<file path="src/rtl/dct_pkg.sv">
// dct_pkg: shared widths, FSM states and add/sub op codes for the DCT stage-1 butterfly.
package dct_pkg;
  localparam int W  = 16;
  localparam int N  = 8;
  localparam int IW = $clog2(N);
  typedef enum logic [1:0] {LOAD, CALC, DRAIN} state_t;
  localparam logic OP_ADD = 1'b0;
  localparam logic OP_SUB = 1'b1;
endpackage

</file>
<file path="src/rtl/dct_addsub16.sv">
// dct_addsub16: shared two's complement adder/subtractor with signed overflow flag.
module dct_addsub16
  import dct_pkg::*;
(
  input  logic [W-1:0] i_a,
  input  logic [W-1:0] i_b,
  input  logic         i_op,
  output logic [W-1:0] o_r,
  output logic         o_ovf
);
  logic [W-1:0] w_b;
  assign w_b   = (i_op == OP_SUB) ? ~i_b : i_b;
  assign o_r   = i_a + w_b + W'(i_op);
  assign o_ovf = (i_a[W-1] == w_b[W-1]) && (o_r[W-1] != i_a[W-1]);
endmodule

</file>
<file path="src/rtl/dct_butterfly_sched.sv">
// dct_butterfly_sched: buffers one 8-sample frame, then issues 4 sums and 4 differences
// through a single shared add/sub unit, one registered result per cycle.
module dct_butterfly_sched
  import dct_pkg::*;
(
  input  logic          clk,
  input  logic          rst_n,
  input  logic          in_valid,
  output logic          in_ready,
  input  logic [W-1:0]  in_data,
  output logic          out_valid,
  input  logic          out_ready,
  output logic [W-1:0]  out_data,
  output logic [IW-1:0] out_idx,
  output logic          out_ovf,
  output logic          busy
);
  state_t        r_state;
  logic [IW-1:0] r_lcnt, r_opcnt;
  logic [W-1:0]  r_x [N];
  logic          r_out_valid, r_out_ovf;
  logic [W-1:0]  r_out_data;
  logic [IW-1:0] r_out_idx;
  logic          w_load, w_issue, w_ovf;
  logic [IW-1:0] w_j, w_jb;
  logic [W-1:0]  w_r;
  assign in_ready  = r_state == LOAD;
  assign busy      = r_state == CALC;
  assign out_valid = r_out_valid;
  assign out_data  = r_out_data;
  assign out_idx   = r_out_idx;
  assign out_ovf   = r_out_ovf;
  assign w_load    = in_valid && r_state == LOAD;
  assign w_issue   = r_state == CALC && (!r_out_valid || out_ready);
  // k and k+N/2 share operand pair j; N-1-j is the bitwise inverse of j since N is a power of 2
  assign w_j  = {1'b0, r_opcnt[IW-2:0]};
  assign w_jb = ~w_j;
  dct_addsub16 u_addsub (
    .i_a  (r_x[w_j]),
    .i_b  (r_x[w_jb]),
    .i_op (r_opcnt[IW-1]),
    .o_r  (w_r),
    .o_ovf(w_ovf)
  );
  always_ff @(posedge clk) begin
    if (w_load) r_x[r_lcnt] <= in_data;
  end
  always_ff @(posedge clk or negedge rst_n) begin
    if (!rst_n) begin
      r_state     <= LOAD;
      r_lcnt      <= '0;
      r_opcnt     <= '0;
      r_out_valid <= 1'b0;
      r_out_data  <= '0;
      r_out_idx   <= '0;
      r_out_ovf   <= 1'b0;
    end else begin
      if (w_load) begin
        r_lcnt <= r_lcnt + 1'b1;
        if (r_lcnt == IW'(N-1)) r_state <= CALC;
      end
      if (w_issue) begin
        r_out_valid <= 1'b1;
        r_out_data  <= w_r;
        r_out_idx   <= r_opcnt;
        r_out_ovf   <= w_ovf;
        r_opcnt     <= r_opcnt + 1'b1;
        if (r_opcnt == IW'(N-1)) r_state <= DRAIN;
      end else if (out_ready) begin
        r_out_valid <= 1'b0;
      end
      if (r_state == DRAIN && out_ready) r_state <= LOAD;
    end
  end
endmodule
</file>
<file path="config.mk">
export PLATFORM = sky130hd
export DESIGN_NAME = dct_butterfly_sched
export DESIGN_NICKNAME = d
export VERILOG_FILES = /design/src/rtl/dct_pkg.sv /design/src/rtl/dct_addsub16.sv /design/src/rtl/dct_butterfly_sched.sv
export SDC_FILE = /design/constraint.sdc
export NUM_CORES = 1
export LEC_CHECK = 0
export CAP_MARGIN = 5
export CORE_ASPECT_RATIO = 0.7
export CORE_MARGIN = 3
export CORE_UTILIZATION = 60
export CTS_CLUSTER_DIAMETER = 80
export DETAILED_ROUTE_END_ITERATION = 10
export HOLD_SLACK_MARGIN = 0.08
export PLACE_DENSITY_LB_ADDON = 0.05
export SLEW_MARGIN = 20
export SYNTH_ARGS = -nofsm -noshare
export SYNTH_HDL_FRONTEND = slang
export SYNTH_SLANG_ARGS = --single-unit
</file>
<file path="constraint.sdc">
create_clock -name clk -period 9.5 [get_ports clk]
set_input_delay 2.85 -clock clk [delete_from_list [all_inputs] [get_ports clk]]
set_output_delay 2.85 -clock clk [all_outputs]
set_load 0.02 [all_outputs]
</file>
Word-level counts from Yosys, hierarchy flattened
Memories as Yosys holds them, arrays and structs flattened.
Cells that the tools add are included.
Operators by class
  $add $sub $neg: 4
  eq/ne operators: 6
  multiplexer cells: 10
  bitwise logic cells: 2
  reduce and logical (&&, ||, !) cells: 8
Operator list (count)
  $add 16x1->16: 1
  $add 16x16->16: 1
  $mux 16: 1
  $not 16->16: 1
  $mux 2: 5
  $add 3x1->3 const B: 2
  $eq 3x3->1 const B: 2
  $logic_and 1x1->1: 4
  $mux 1: 4
  $not 2->3: 1
  $eq 2x1->1 const B: 1
  $eq 2x2->1 const B: 1
  $logic_not 2->1: 1
  $reduce_bool 2->1: 1
  $eq 1x1->1: 1
  $logic_not 1->1: 1
  $logic_or 1x1->1: 1
  $ne 1x1->1: 1
Word-level totals
  register bits after elaboration: 29
  memory bits (writable): 128
  input bits: 20
  output and inout bits: 23
  logic and storage cells: 38
  memories kept: 1
Memory list
  r_x: depth 8, width 16, read ports 2, clocked after Yosys merged registers in 0, write ports 1, RTL line dct_butterfly_sched.sv:20  | logic [W-1:0] r_x [N];

Logic depth before layout (Yosys ltp)
An unclocked memory read counts as a cell.
  depth in word-level cells: 8
  gate-level depth with buffers: 11
  depth with buffers taken out: 9

By module
A second synthesis with hierarchy kept.
Second synthesis, totals
  cell total of the unflattened synthesis: 389
  area total of the unflattened synthesis: 6826.5 um^2
Modules (own cells, without submodules)
  dct_butterfly_sched: instances 1, cells an instance 256, area each 5836.8 um^2, sequential area each 4569.4 um^2
  dct_addsub16: instances 1, cells an instance 133, area each 989.7 um^2, sequential area each 0.0 um^2

Worst setup path after synthesis
Ideal clock, no wire load.
  path kind: input to register
  start point: input port in_valid
  end point: memory r_x[1][0], enable pin
  setup time: 409 ps
  arrival: 4646 ps
  required time: 9091 ps
  slack: 4444 ps
  stages on the path: 3
  buffers on the path: 0
  path through: nor3b_1 > nand2_1 > nor3_1
On the way
  word-level cells in the longest chain between the ends: 3
RTL lines
  start, declared: RTL line dct_butterfly_sched.sv:8  | input logic in_valid,
  $logic_and 1x1->1: RTL line dct_butterfly_sched.sv:33  | assign w_load = in_valid && r_state == LOAD;
  $mux 1: RTL line dct_butterfly_sched.sv:46  | if (w_load) r_x[r_lcnt] <= in_data;
  $mux 1 (implied by the code): RTL line dct_butterfly_sched.sv:46
  end, declared: RTL line dct_butterfly_sched.sv:20
No other way between the ends.

Worst setup path after layout
  start point: input port in_valid
  end point: memory r_x[1][13], enable pin
Same word-level chain as after synthesis.

==> flow_metrics.env <==
export IMPL_vdd_drop_max_mv=0.2089
export IMPL_drt_pre_antenna_iters=5
export IMPL_placementRows=31
export IMPL_grt_max_degree=44
export IMPL_overflow=0
export IMPL_clockRootBuffer="clkbuf_16"
export IMPL_antenna_found_initial=0
export IMPL_ctsResizeCount=0
export IMPL_clock_latency_ns=0.42
export IMPL_p_leak_uw=0.002816
export IMPL_synth_cells=396
export IMPL_fmax_mhz=209.8
export IMPL_grt_pass1_vias=3530
export IMPL_finalNetCount=494
export IMPL_fillers=631
export IMPL_antenna_cells=0
export IMPL_crit_required_ns=9.60
export IMPL_synth_fp_nets=435
export IMPL_cap_violations=0
export IMPL_hold_viol=0
export IMPL_drt_initial_drc_count=369
export IMPL_fin_setup_tns_ns=0
export IMPL_synth_largest_area_cell="edfxtp_1"
export IMPL_hold_buffers=0
export IMPL_avgSynthCellArea_um2=16.83
export IMPL_cts_made_buffers=17
export IMPL_synth_distinct_cells=44
export IMPL_yosys_area_top_type_share_pct=57.67
export IMPL_synthToLayoutAreaGrowth_pct=18.10
export IMPL_worst_pin_slew_ns=0.9590
export IMPL_port_buffers=42
export IMPL_power_density_nw_per_um2=376.6
export IMPL_maxSlewViolCount=0
export IMPL_wl_per_cell_um=21.15
export IMPL_syn_area_um2=6665
export IMPL_crit_type="input port to register"
export IMPL_io_pins=43
export IMPL_yosys_warnings=0
export IMPL_layout_drive_gt1_share_pct=18.16
export IMPL_cts_tree="done"
export IMPL_clkSinkCount=157
export IMPL_rsz0062_at_grt="no"
export IMPL_die_w_um=132.0
export IMPL_finalInstanceArea_um2=7871
export IMPL_track_usage_pct=22.54
export IMPL_antenna_left=0
export IMPL_synth_area_top_cells="edfxtp_1 (58%), dfrtp_1 (11%), mux4_2 (11%), ha_1 (3.4%), xor2_1 (2.8%)"
export IMPL_hp_class="register to register"
export IMPL_drc_errors=0
export IMPL_wirelength_mm=13.03
export IMPL_vias=3604
export IMPL_skew_ns=0.01204
export IMPL_yosysSeqAreaShare_pct=68.56
export IMPL_synth_seq_cells=157
export IMPL_setup_viol=0
export IMPL_cts_max_path_buffers=2
export IMPL_path_clk_slew_ns=0.07
export IMPL_period_share_pct=50.16
export IMPL_ys_flop_type="edfxtp_1"
export IMPL_coreArea_um2=10590
export IMPL_fp_dieH_um=94.18
export IMPL_start_util_pct=62.94
export IMPL_vias_per_cell=5.851
export IMPL_grt_pass1_wl_mm=20.21
export IMPL_slew_headroom_pct=35.93
export IMPL_critPathCaptureType="register"
export IMPL_start_kind="input port"
export IMPL_dp_cells=584
export IMPL_synth_edff_count=128
export IMPL_post_dp_hpwl_mm=8.695
export IMPL_cts_setup_buffers=0
export IMPL_final_cells=616
export IMPL_place_area_um2=7313
export IMPL_async_reset_ff_share_pct=18.47
export IMPL_crit_fanout=16
export IMPL_arrival_ns=4.86
export IMPL_status="completed"
export IMPL_htree_levels=4
export IMPL_place_gp_congestion=0.8046
export IMPL_die_area_um2=12430
export IMPL_finalCriticalPeriod_ns=4.766
==> metrics by stage <==
| step | power (µW) | hold WS [ns] | setup WS [ns] | utilization (%) |
|---|---|---|---|---|
| after global routing | 3156 | 0.5143 | 4.563 | 74.34 |
| after CTS | 2979 | 0.4857 | 4.765 | 74.34 |
| after global placement | 2314 | 0.4577 | 4.436 | 69.07 |
| after floorplan | 1946 | 0.4805 | 4.444 | - |
| after detailed placement | 2341 | 0.4709 | 4.337 | 69.07 |
| final | 2964 | 0.4824 | 4.734 | 74.34 |
==> cells by family after synthesis <==
logic type / after synthesis / share of synthesized area [%]
flops: 157 / 68.56
mux: 37 / 11.70
simple gates: 79 / 5.425
buf+inv: 20 / 1.276
xor+xnor: 28 / 3.679
fa+ha+maj: 19 / 3.679
compound gates: 56 / 5.688
==> layout by cell type (no fill, tap or decap), types with 3 or more instances in the layout <==
| cell | Yosys | layout |
|---|---|---|
| o21bai_1 | 3 | 3 |
| edfxtp_1 | 128 | 128 |
| a21oi_1 | 13 | 13 |
| clkbuf_16 | 0 | 17 |
| dfrtp_1 | 29 | 28 |
| a21o_1 | 4 | 4 |
| and2_1 | 3 | 3 |
| inv_6 | 0 | 4 |
| xor2_1 | 21 | 21 |
| clkinv_4 | 0 | 3 |
| buf_4 | 0 | 13 |
| nand2b_1 | 4 | 4 |
| nor3b_1 | 5 | 5 |
| o21ai_0 | 17 | 17 |
| inv_8 | 0 | 3 |
| clkdlybuf4s50_1 | 0 | 42 |
| nor3_1 | 5 | 3 |
| nor2_1 | 12 | 12 |
| inv_1 | 5 | 5 |
| ha_1 | 18 | 18 |
| xnor2_1 | 7 | 7 |
| mux2_2 | 3 | 3 |
| mux4_2 | 32 | 32 |
| nand2_1 | 41 | 41 |
| o21a_1 | 4 | 4 |
==> synth_stat cells, drive strengths merged, types with 5 or more instances <==
cell type and n:
xor2 21, nor2 12, nand2 41, nor3b 5
xnor2 7, clkbuf 8, a21oi 13, inv 5
o21ai 17, buf 7, mux4 32, dfrtp 29
edfxtp 128, nor3 5, ha 18
==> critical path: stages <==
cell,delay [ns]
clkdlybuf4s50_1,0.48
nor3b_1,0.79
nand2_1,0.29
nor3_2,0.17
buf_4,0.28
==> sequential cells by signal, indices dropped and copies added, names as in the netlist <==
register / count
r_x: 128
r_opcnt: 3
out_ovf: 1
out_idx: 3
out_data: 16
r_state: 2
out_valid: 1
r_lcnt: 3
==> cell type report <==
class	count	area (µm²)	share of cell area [%]
well taps	148	185.2	2.353
clock inverters	15	132.6	1.685
clock buffers	17	425.4	5.405
inverters	5	18.77	0.2384
repair buffers	55	518.0	6.581
multi-input cells	219	2021	25.67
flip-flops and latches	157	4571	58.07
==> where the power goes <==
part	internal (µW)	switching [µW]	leakage, µW
Clock	344	287	0.000275
Combinational	620	800	0.00104
Sequential	856	57.4	0.00151
Total	1820	1140	0.00282
==> per-layer routing <==
metal	track usage (%)	wire length, µm	vias up
met5	0	0	-
met4	6.294	99	0
met3	5.728	1040	14
met2	32.00	5827	134
met1	35.06	6062	1795
li1	-	-	1661
==> final timing paths <==
check	startpoint	end	slack, ns	depth (start not counted)
max	in_valid	r_x[1][13]	4.73	5
min	out_data[7]	out_data[7]	0.48	2
max reg2reg	r_opcnt[0]	out_data[14]	5.23	10
min reg2reg	out_data[7]	out_data[7]	0.48	2
max in group asynchronous	rst_n	r_opcnt[0]	6.38	2
min in group asynchronous	rst_n	r_opcnt[2]	2.82	2
Note: power is estimated with default switching activity, not from simulation.
